### src/rtl/image_loader.sv
// Packs an 8-bit valid/ready byte stream into little-endian 32-bit words and
// writes them to consecutive word addresses of the data memory write port.
module image_loader #(
    parameter int unsigned ADDR_W    = 18,
    parameter int unsigned BASE_ADDR = 0,
    parameter int unsigned NUM_WORDS = 16384
) (
    input  logic              clk,
    input  logic              reset,
    input  logic              start,
    input  logic              abort,
    input  logic              byte_valid,
    input  logic [7:0]        byte_data,
    output logic              byte_ready,
    output logic              wren,
    output logic [ADDR_W-1:0] wraddress,
    output logic [31:0]       data,
    output logic              busy,
    output logic              done,
    output logic [ADDR_W-1:0] word_count
);

    localparam logic [ADDR_W-1:0] BASE     = ADDR_W'(BASE_ADDR);
    localparam logic [ADDR_W-1:0] LAST_CNT = ADDR_W'(NUM_WORDS - 1);

    // S_LAST is the wren cycle of the final word: still busy, no longer accepting bytes.
    typedef enum logic [1:0] {
        S_IDLE,
        S_LOAD,
        S_LAST,
        S_DONE
    } state_t;

    state_t            state_q, state_d;
    logic [1:0]        lane_q, lane_d;
    logic [23:0]       asm_q, asm_d;
    logic [31:0]       data_q, data_d;
    logic              wren_q, wren_d;
    logic [ADDR_W-1:0] wraddress_q, wraddress_d;
    logic [ADDR_W-1:0] word_count_q, word_count_d;
    logic              transfer;

    assign byte_ready = (state_q == S_LOAD);
    assign busy       = (state_q == S_LOAD) || (state_q == S_LAST);
    assign done       = (state_q == S_DONE);
    assign wren       = wren_q;
    assign wraddress  = wraddress_q;
    assign data       = data_q;
    assign word_count = word_count_q;
    assign transfer   = byte_valid & byte_ready;

    always_ff @(posedge clk) begin
        if (!reset) begin
            state_q      <= S_IDLE;
            lane_q       <= 2'd0;
            asm_q        <= '0;
            data_q       <= '0;
            wren_q       <= 1'b0;
            wraddress_q  <= BASE;
            word_count_q <= '0;
        end else begin
            state_q      <= state_d;
            lane_q       <= lane_d;
            asm_q        <= asm_d;
            data_q       <= data_d;
            wren_q       <= wren_d;
            wraddress_q  <= wraddress_d;
            word_count_q <= word_count_d;
        end
    end

    always_comb begin
        state_d      = state_q;
        lane_d       = lane_q;
        asm_d        = asm_q;
        data_d       = data_q;
        wren_d       = 1'b0;
        wraddress_d  = wraddress_q;
        // The count follows the wren cycle, so it reads as words actually written.
        word_count_d = wren_q ? word_count_q + ADDR_W'(1) : word_count_q;

        case (state_q)
            S_IDLE, S_DONE: begin
                if (start) begin
                    state_d      = S_LOAD;
                    lane_d       = 2'd0;
                    word_count_d = '0;
                end
            end
            S_LOAD: begin
                if (transfer) begin
                    lane_d = lane_q + 2'd1;
                    case (lane_q)
                        2'd0:    asm_d[7:0]   = byte_data;
                        2'd1:    asm_d[15:8]  = byte_data;
                        2'd2:    asm_d[23:16] = byte_data;
                        default: begin
                            data_d      = {byte_data, asm_q};
                            wren_d      = 1'b1;
                            wraddress_d = BASE + word_count_q;
                            if (word_count_q == LAST_CNT) begin
                                state_d = S_LAST;
                            end
                        end
                    endcase
                end
            end
            S_LAST:  state_d = S_DONE;
            default: state_d = S_IDLE;
        endcase

        // Abort drops the partial word and any write that would have issued next cycle.
        if (abort) begin
            state_d      = S_IDLE;
            lane_d       = 2'd0;
            wren_d       = 1'b0;
            data_d       = data_q;
            wraddress_d  = wraddress_q;
            word_count_d = word_count_q;
        end
    end

endmodule

### config.mk
export PLATFORM = sky130hd
export DESIGN_NAME = image_loader
export DESIGN_NICKNAME = d
export VERILOG_FILES = /design/src/rtl/image_loader.sv
export SDC_FILE = /design/constraint.sdc
export NUM_CORES = 1
export LEC_CHECK = 0
export CAP_MARGIN = 40
export CORE_ASPECT_RATIO = 2
export CORE_MARGIN = 2
export CORE_UTILIZATION = 50
export DETAILED_ROUTE_END_ITERATION = 10
export PLACE_DENSITY = 0.79
export SYNTH_ARGS = -nofsm -noshare
export SYNTH_HDL_FRONTEND = slang
export SYNTH_SLANG_ARGS = --single-unit
### constraint.sdc
create_clock -name clk -period 2.1 [get_ports clk]
set_input_delay 0.42 -clock clk [delete_from_list [all_inputs] [get_ports clk]]
set_output_delay 0.42 -clock clk [all_outputs]
set_load 0.02 [all_outputs]
==> impl_metrics.env <==
export IMPL_place_congestion=0.814
export IMPL_synth_area_leaders="dfxtp_1 51%, nand2_1 13%, a21oi_1 10%"
export IMPL_clock_fmax_mhz=509
export IMPL_die_w_um=65.7
export IMPL_drive_gt1_share_pct=6.02
export IMPL_maxSlewHeadroom_pct=70.2
export IMPL_peakVddDrop_uv=465
export IMPL_final_area_mm2=0.00506
export IMPL_vias=3349
export IMPL_grt_pass1_wl_mm=14.6
export IMPL_track_usage_pct=22.1
export IMPL_r2r_end="state_q[0]$_SDFFE_PP0P_"
export IMPL_drc=0
export IMPL_placed_cell_area_mm2=0.00478
export IMPL_worst_r2r_setup_slack_ns=0.20
export IMPL_setup_ws_ns=0.134
export IMPL_rsz0062_at_grt="no"
export IMPL_antenna_found_initial=0
export IMPL_initial_core_util_pct=50.9
export IMPL_syn_inst=468
export IMPL_period_share_pct=93.6
export IMPL_postCtsSetupRepairBufs=0
export IMPL_dp_cells=626
export IMPL_antenna_left=0
export IMPL_cts_sinks=97
export IMPL_synth_seq_cells=97
export IMPL_synth_edf_count=0
export IMPL_routed_wl_mm=8.70
export IMPL_fp_dieH_um=127
export IMPL_ioPinCount=85
export IMPL_seq_area_frac_synth_pct=51.0
export IMPL_postLayoutCoreUtil_pct=67.6
export IMPL_worst_pin_slew_ns=0.446
export IMPL_finalCriticalPeriod_ns=1.97
export IMPL_syn_nets=489
export IMPL_synth_distinct_cells=35
export IMPL_antenna_cells=0
export IMPL_coreArea_mm2=0.00749
export IMPL_setup_tns_ns=0
export IMPL_start_kind="flip-flop"
export IMPL_synth_top_area_share_pct=51.0
export IMPL_finalHoldWorstSlack_ns=0.449
export IMPL_first_pass_iters=4
export IMPL_clock_path_buffers=2
export IMPL_syn_to_final_growth_pct=32.8
export IMPL_htreeDepth=3
export IMPL_die_area_mm2=0.00837
export IMPL_worstSetupPathType="reg -> out"
export IMPL_fin_skew_ns=0.00634
export IMPL_pre_cts_slack_ns=0.0912
export IMPL_maxSlewViolCount=0
export IMPL_grt_max_degree=70
export IMPL_power_mw=3.51
export IMPL_reg2reg_depth=6
export IMPL_finalHoldViolCount=0
export IMPL_p_leak_nw=1.72
export IMPL_wl_per_cell_um=13.6
export IMPL_postCtsHoldBufs=0
export IMPL_syn_area_per_cell_um2=8.14
export IMPL_synth_ff_type="dfxtp_1"
export IMPL_rows=45
export IMPL_cp_end_kind="output pin"
export IMPL_cp_required_ns=1.68
export IMPL_min_path_type="reg -> reg"
export IMPL_final_nets=564
export IMPL_ys_warn_count=0
export IMPL_worst_path_max_fanout=5
export IMPL_maxCapViolations=0
export IMPL_grt_ovfl_total=0
export IMPL_grt_pass1_vias=3153
export IMPL_async_reset_ff_share_pct=0
export IMPL_worstSetupStartpoint="state_q[1]$_SDFFE_PP0P_"
export IMPL_cts_made_buffers=9
export IMPL_cts_tree="yes"
export IMPL_clockRootBuffer="clkbuf_16"
export IMPL_viasPerCell=5.22
export IMPL_reg2reg_from="state_q[1]$_SDFFE_PP0P_"
export IMPL_drt_iter0_markers=212
export IMPL_crit_path_end="busy"
export IMPL_clkTransAtPathRegs_ns=0.06
export IMPL_arrival_ns=1.55
export IMPL_synth_area_leader_cell="dfxtp_1"
export IMPL_clock_latency_ns=0.34
export IMPL_synthesis_area_mm2=0.00381
export IMPL_post_dp_hpwl_mm=5.98
export IMPL_finalNonFillerCells=642
export IMPL_status="finished, final reports clean"
export IMPL_port_buffers=84
export IMPL_finalSetupViolCount=0
export IMPL_power_density_mw_per_mm2=693
power by group:
group          internal (mW)  switching (mW)  total, mW  leakage (nW)
Sequential              1.85         0.00581       1.85         0.781
Clock                  0.836           0.665       1.50         0.133
Combinational         0.0589          0.0955      0.154         0.804
synth_stat cells (all sizes together), types with 2 or more instances:
library cell	number
and4	3
and3	5
nand3	32
o31ai	2
or4	2
dfxtp	97
buf	4
a211oi	4
mux2i	3
a21oi	79
nand2b	3
ha	8
clkbuf	27
nand4	5
o21ai	5
and2	3
or3	3
or2	2
inv	5
xor2	10
nand2	136
nor2b	3
nor2	19
worst max-delay path, cell delays in order (launching register included):
cell	delay, ns
dfxtp_1	0.37
inv_1	0.08
ha_1	0.35
inv_1	0.09
dlygate4sd2_1	0.33
worst min-delay path by stage:
| stage | from | endpoint | depth (start not counted) |
|---|---|---|---|
| 2_1_floorplan | asm_q[0]$_SDFFE_PN0P_ | data[0]$_SDFFE_PN0P_ | 2 |
| 3_3_place_gp | asm_q[2]$_SDFFE_PN0P_ | data[2]$_SDFFE_PN0P_ | 2 |
| 3_5_place_dp | asm_q[20]$_SDFFE_PN0P_ | data[20]$_SDFFE_PN0P_ | 2 |
| 4_1_cts | asm_q[20]$_SDFFE_PN0P_ | data[20]$_SDFFE_PN0P_ | 2 |
| 5_1_grt | data[6]$_SDFFE_PN0P_ | data[6]$_SDFFE_PN0P_ | 2 |
| 6_report | asm_q[20]$_SDFFE_PN0P_ | data[20]$_SDFFE_PN0P_ | 2 |
cells by family (layout without fill, tap and decap cells):
group           Yosys count  count (layout)  share of synthesized area, %
compound gates           92              92                          12.6
xor+xnor                 11              11                          2.53
flops                    97              97                          51.0
fa+ha+maj                 8               8                          2.63
simple gates            221             221                          26.4
buf+inv                  36             116                          4.11
mux                       3               3                         0.788
flip-flops by register name, indices dropped and copies added, names as in the netlist:
register	cells
wraddress	18
word_count	18
state_q	2
lane_q	2
wren	1
data	32
asm_q	24
per-layer routing:
metal | global-route usage [%] | share of wire [%] | vias up
met4 | 6.99 | 1.4 | 0
met1 | 29.2 | 45 | 1542
li1 | - | - | 1713
met5 | 0 | 0 | -
met3 | 5.19 | 5.3 | 8
met2 | 35.5 | 49 | 86
area by class of cell:
type	instances	area [um2]
fillers	660	2430
flip-flops and latches	97	1940
multi-input cells	335	1720
repair buffers	95	987
clock buffers	12	246
well taps	94	118
clock inverters	4	26.3
inverters	5	18.8
cell usage in the layout, fill, tap and decap left out, types with 2 or more instances in the layout:
| cell type | instances |
|---|---|
| o21ai_0 | 5 |
| o31ai_1 | 2 |
| clkdlybuf4s50_1 | 82 |
| nand4_1 | 5 |
| and3_1 | 4 |
| xor2_1 | 10 |
| or4_1 | 2 |
| nand2_1 | 136 |
| clkinv_2 | 2 |
| clkbuf_16 | 9 |
| nor2b_1 | 3 |
| a21oi_1 | 79 |
| buf_12 | 5 |
| buf_4 | 6 |
| nor2_1 | 18 |
| and2_1 | 3 |
| mux2i_1 | 3 |
| ha_1 | 7 |
| nand2b_1 | 3 |
| dfxtp_1 | 97 |
| or2_2 | 2 |
| nand3_1 | 31 |
| a211oi_1 | 4 |
| and4_1 | 3 |
| inv_1 | 4 |
| clkbuf_1 | 2 |
| or3_1 | 3 |
what timing repair did:
item                                    4_1_cts  5_1_grt
gates resized for setup                       2        1
endpoints found under the setup margin        2        1
gates cloned                                  0        0
(Power assumes the default switching activity.)
